<file path="src/rtl/axi4_lite_bus_sunder_wr.sv">
// AXI4-Lite write-path address splitter: one upstream write port routed to a low or high manager by awaddr.
// Target switches only when no write is outstanding, so B responses keep their order.
module axi4_lite_bus_sunder_wr #(
  parameter int A = 32,
  parameter int N = 4,
  parameter int M = 0,
  parameter int D = 4
) (
  input  logic             aclk,
  input  logic             aresetn,
  input  logic [A-1:0]     s_awaddr_i,
  input  logic             s_awvalid_i,
  output logic             s_awready_o,
  input  logic [8*N-1:0]   s_wdata_i,
  input  logic [N-1:0]     s_wstrb_i,
  input  logic             s_wvalid_i,
  output logic             s_wready_o,
  output logic [1:0]       s_bresp_o,
  output logic             s_bvalid_o,
  input  logic             s_bready_i,
  output logic [A-1:0]     m_awaddr_o,
  output logic [1:0]       m_awvalid_o,
  input  logic [1:0]       m_awready_i,
  output logic [8*N-1:0]   m_wdata_o,
  output logic [N-1:0]     m_wstrb_o,
  output logic [1:0]       m_wvalid_o,
  input  logic [1:0]       m_wready_i,
  input  logic [1:0][1:0]  m_bresp_i,
  input  logic [1:0]       m_bvalid_i,
  output logic [1:0]       m_bready_o
);

  localparam int CW = $clog2(D + 1);
  localparam logic [CW-1:0] DMAX  = CW'(D);
  localparam logic [A-1:0]  SPLIT = A'(M);

  typedef enum logic [1:0] {
    LO_ADDR = 2'b01,
    HI_ADDR = 2'b10
  } state_e;

  state_e          state_q, state_d;
  logic            aw_full_q, aw_full_d;
  logic [A-1:0]    aw_addr_q, aw_addr_d;
  logic            w_full_q, w_full_d;
  logic [8*N-1:0]  w_data_q, w_data_d;
  logic [N-1:0]    w_strb_q, w_strb_d;
  logic            aw_done_q, aw_done_d;
  logic            w_done_q, w_done_d;
  logic            b_full_q, b_full_d;
  logic [1:0]      b_resp_q, b_resp_d;
  logic [CW-1:0]   cnt_q, cnt_d;

  logic addr_is_lo, route, issue, aw_hs, w_hs, wr_done;
  logic aw_acc, w_acc, b_cap, b_acc;

  always_comb begin
    addr_is_lo = aw_addr_q < SPLIT;
    state_d    = state_q;
    if (aw_full_q && cnt_q == '0 && !(aw_done_q || w_done_q)) begin
      if (state_q == LO_ADDR && !addr_is_lo)     state_d = HI_ADDR;
      else if (state_q == HI_ADDR && addr_is_lo) state_d = LO_ADDR;
    end
    // Route follows the next state so a switch and the first issue can share a cycle.
    route = (state_d == HI_ADDR);
    issue = aw_full_q && w_full_q && (cnt_q < DMAX) && (addr_is_lo == (state_d == LO_ADDR));

    m_awaddr_o         = aw_addr_q;
    m_wdata_o          = w_data_q;
    m_wstrb_o          = w_strb_q;
    m_awvalid_o        = '0;
    m_wvalid_o         = '0;
    m_awvalid_o[route] = issue && !aw_done_q;
    m_wvalid_o[route]  = issue && !w_done_q;
    aw_hs   = m_awvalid_o[route] && m_awready_i[route];
    w_hs    = m_wvalid_o[route] && m_wready_i[route];
    wr_done = issue && (aw_done_q || aw_hs) && (w_done_q || w_hs);

    m_bready_o        = '0;
    m_bready_o[route] = aresetn && !b_full_q;
    b_cap = m_bvalid_i[route] && m_bready_o[route];
    b_acc = b_full_q && s_bready_i;

    s_awready_o = aresetn && !aw_full_q;
    s_wready_o  = aresetn && !w_full_q;
    s_bvalid_o  = b_full_q;
    s_bresp_o   = b_resp_q;
    aw_acc = s_awvalid_i && s_awready_o;
    w_acc  = s_wvalid_i && s_wready_o;

    aw_full_d = wr_done ? 1'b0 : (aw_full_q || aw_acc);
    w_full_d  = wr_done ? 1'b0 : (w_full_q || w_acc);
    aw_addr_d = aw_acc ? s_awaddr_i : aw_addr_q;
    w_data_d  = w_acc ? s_wdata_i : w_data_q;
    w_strb_d  = w_acc ? s_wstrb_i : w_strb_q;
    aw_done_d = wr_done ? 1'b0 : (aw_done_q || aw_hs);
    w_done_d  = wr_done ? 1'b0 : (w_done_q || w_hs);
    b_full_d  = b_cap || (b_full_q && !s_bready_i);
    b_resp_d  = b_cap ? m_bresp_i[route] : b_resp_q;

    cnt_d = cnt_q;
    case ({wr_done, b_acc})
      2'b10:   cnt_d = cnt_q + CW'(1);
      2'b01:   cnt_d = cnt_q - CW'(1);
      default: cnt_d = cnt_q;
    endcase
  end

  always_ff @(posedge aclk) begin
    if (!aresetn) begin
      state_q   <= LO_ADDR;
      aw_full_q <= 1'b0;
      aw_addr_q <= '0;
      w_full_q  <= 1'b0;
      w_data_q  <= '0;
      w_strb_q  <= '0;
      aw_done_q <= 1'b0;
      w_done_q  <= 1'b0;
      b_full_q  <= 1'b0;
      b_resp_q  <= '0;
      cnt_q     <= '0;
    end else begin
      state_q   <= state_d;
      aw_full_q <= aw_full_d;
      aw_addr_q <= aw_addr_d;
      w_full_q  <= w_full_d;
      w_data_q  <= w_data_d;
      w_strb_q  <= w_strb_d;
      aw_done_q <= aw_done_d;
      w_done_q  <= w_done_d;
      b_full_q  <= b_full_d;
      b_resp_q  <= b_resp_d;
      cnt_q     <= cnt_d;
    end
  end

endmodule

</file>
<file path="config.mk">
export PLATFORM = sky130hd
export DESIGN_NAME = axi4_lite_bus_sunder_wr
export DESIGN_NICKNAME = d
export VERILOG_FILES = /design/src/rtl/axi4_lite_bus_sunder_wr.sv
export SDC_FILE = /design/constraint.sdc
export NUM_CORES = 1
export LEC_CHECK = 0
export ABC_CLOCK_PERIOD_IN_PS = 2800
export CAP_MARGIN = 25
export CORE_MARGIN = 2
export CORE_UTILIZATION = 55
export DETAILED_ROUTE_END_ITERATION = 8
export DONT_BUFFER_PORTS = 1
export PLACE_DENSITY = 0.69
export SLEW_MARGIN = 25
export SYNTH_ARGS = -nofsm -noshare
export SYNTH_HDL_FRONTEND = slang
export SYNTH_SLANG_ARGS = --single-unit
</file>
<file path="constraint.sdc">
create_clock -name aclk -period 2.8 [get_ports aclk]
set_input_delay 0.84 -clock aclk [delete_from_list [all_inputs] [get_ports aclk]]
set_output_delay 0.84 -clock aclk [all_outputs]
set_load 0.005 [all_outputs]
</file>
==> qor.yml <==
status:
  status: "finished clean"
layout:
  postLayoutCoreUtil_pct: 62.3
  antennaDiodeCount: 0
  layout_common_cells: "140 x nand2_1, 80 x dfxtp_1, 72 x o21ai_0"
  drive_above_1_share_pct: 6.40
  fin_nets: 456
  area_delta_synth_final_pct: 7.42
  final_common_cell: "nand2_1"
route:
  routed_wl_microns: 6570
  drt_iter0_drc: 109
  vias_per_cell: 5.36
  drc: 0
  num_vias: 2385
  firstDrtPassIters: 4
  ant_nets: 0
  avgRoutedWirePerCell_microns: 14.8
timing:
  rsz0062_at_grt: "no"
  slew_headroom_pct: 41.6
  fin_crit_sh_pct: 92.4
  drv_slew: 0
  worst-slew-pin-transition_ns: 0.865
  tns_ns: 0
  setup_viol: 0
  fin_worst_skew_ns: 0.00857
  timing.fmax_ghz: 0.387
  min_period_ns: 2.59
  hold_viol: 0
clock_tree:
  cts_tree: "done"
  clk_latency_ns: 0.35
  clock_sinks: 80
  cts_made_buffers: 9
  root_buffer: "clkbuf_8"
  cts_max_path_buffers: 2
  cts_max_level: 3
  cts_hold_buf: 0
  clkTransAtPathRegs_ns: 0.08
setup_path:
  crit_type: "reg -> reg"
  worstPathCellList: "and4bb_2, a21oi_4, o21ai_1, nand3_1, ha_1, inv_1, fa_1, xor2_1, or3_1, a21oi_1"
  crit_arrival_ns: 2.87
  crit_fanout: 9
  cp-end-kind: "flip-flop"
  crit_family: "simple AND/OR/NAND/NOR gates"
  start_kind: "flip-flop"
  path_buf_inv: 1
  cp.required_ns: 3.08
  critPathMaxStageDelay_ns: 0.43
  slowest_stage: "dfxtp_1"
place:
  numPortBuffers: 0
  dp.final_hpwl_microns: 4560
  gp_congestion: 0.763
power:
  clockPowerShare_pct: 36.4
  switching_share_pct: 24.5
  ir_drop_mv: 0.383
  switchingPower_uw: 571
  intPower_mw: 1.76
  power_density_mw_per_mm2: 717
  power.leakage_nw: 1.18
  combPwrFrac_pct: 8.1
  p_seq_share_pct: 55.5
yosys:
  syn_nets: 465
  synth_area_per_cell_sq_um: 7.95
  synth_area_leaders: "dfxtp_1 53%, nand2_1 17%, o21ai_0 12%, clkbuf_1 2.5%, a31oi_1 1.0%"
  ys_seq_elements: 80
  synth_area_sq_mm: 0.00302
  async_reset_ff_share_pct: 0
  syn_inst: 380
  synthDistinctLibCells: 32
  synth_edf_count: 0
  seq_area_frac_synth_pct: 53.0
  yosysTopAreaCell: "dfxtp_1"
  ys.flop_type: "dfxtp_1"
  ys_warn_count: 0
  netlist.area_leader.share_pct: 53.0
floorplan:
  die-height_microns: 78.1
  die-width_microns: 78.1
  fp.dieArea_sq_mm: 0.00610
  start_util_pct: 58.0
  ios: 162
  core_sq_mm: 0.00520
  num_rows: 26
global_routing:
  grt_usage_pct: 20.9
  grt_max_degree: 78
  grt_pass1_wl_microns: 10000
  grt-ovfl-total: 0
  grt_pass1_vias: 2138
  antenna_found_initial: 0
hold_path:
  hold_class: "reg -> reg"
job:
  cap_violations: 0
-- path summary, 6_finish.rpt --
path	slack, ns	cells past startpoint	to	start
max	0.21	10	cnt_q[2]$_SDFFE_PN0P_	state_q[1]$_SDFF_PN0_
min	0.48	2	m_awaddr_o[5]$_SDFFE_PN0P_	m_awaddr_o[5]$_SDFFE_PN0P_
max reg2reg	0.21	10	cnt_q[2]$_SDFFE_PN0P_	state_q[1]$_SDFF_PN0_
min reg2reg	0.48	2	m_awaddr_o[5]$_SDFFE_PN0P_	m_awaddr_o[5]$_SDFFE_PN0P_
-- final cells by class --
| cell class | instances | area, sq um |
|---|---|---|
| fill | 484 | 1960 |
| multi-input combinational | 268 | 1300 |
| clock buffer | 13 | 159 |
| clock inverter | 2 | 38.8 |
| sequential | 80 | 1600 |
| tap | 70 | 87.6 |
| timing repair buffer | 4 | 30.0 |
| inverter | 8 | 30.0 |
-- repair_timing --
item                                    4_1_cts  5_1_grt
buffers inserted                              0        2
resized for setup                             0        2
endpoints found under the setup margin        0        3
endpoints found under the hold margin         0        0
-- synthesized netlist by cell type (3+ instances only) --
cell	n
nor3_1	4
clkbuf_1	20
dfxtp_1	80
and2_1	3
nand2_1	140
nor2b_1	4
o21ai_0	74
inv_1	8
buf_2	3
a31oi_1	5
nor2_1	8
a211oi_1	3
nand3_1	4
-- power by group through the flow --
stage	sequential, mW	clock, mW	combinational [mW]
2_1_floorplan	1.30	0	0.166
3_3_place_gp	1.32	0	0.173
3_5_place_dp	1.32	0	0.181
4_1_cts	1.29	0.864	0.181
5_1_grt	1.30	0.903	0.219
6_report	1.29	0.848	0.188
-- through the flow --
step	total power [mW]	cell area, sq um	hold WS [ns]	worst slack [ns]	std cells
finish	2.33	3240	0.477	0.213	445
global route	2.42	3240	0.498	0.0220	445
CTS	2.34	3230	0.481	0.123	443
detailed placement	1.50	3030	0.468	0.115	428
global placement	1.49	3030	0.464	0.258	428
floorplan	1.46	3020	0.452	0.324	380
-- sequential cells by signal (all words and copies together), names as in the netlist --
name / flops
m_wstrb_o: 4
m_wdata_o: 32
aw_full_q: 1
w_done_q: 1
s_bvalid_o: 1
s_bresp_o: 2
state_q: 2
cnt_q: 3
w_full_q: 1
m_awaddr_o: 32
aw_done_q: 1
-- metal layers --
metal | track usage (%) | wire length, microns | vias up
met5 | 0 | 0 | -
met4 | 11.1 | 157 | 0
met3 | 7.82 | 685 | 15
met2 | 33.6 | 2990 | 104
met1 | 24.4 | 2740 | 1036
li1 | - | - | 1230
-- worst reg2reg max path, stage by stage, from the launching register on --
cell and delay, ns:
dfxtp_1 0.43, and4bb_2 0.31, a21oi_4 0.26, o21ai_1 0.17, nand3_1 0.12, ha_1 0.18, inv_1 0.06, fa_1 0.39
xor2_1 0.17, or3_1 0.30, a21oi_1 0.14
-- cells by family (layout without fill, tap and decap cells) --
kind of cell / count (synthesis) / in the layout / synth area share (%)
flops: 80 / 80 / 53.0
xor+xnor: 3 / 3 / 0.870
buf+inv: 32 / 27 / 4.10
fa+ha+maj: 2 / 2 / 1.08
compound gates: 93 / 93 / 17.4
simple gates: 170 / 170 / 23.5
Note: power is estimated with default switching activity, not from simulation.
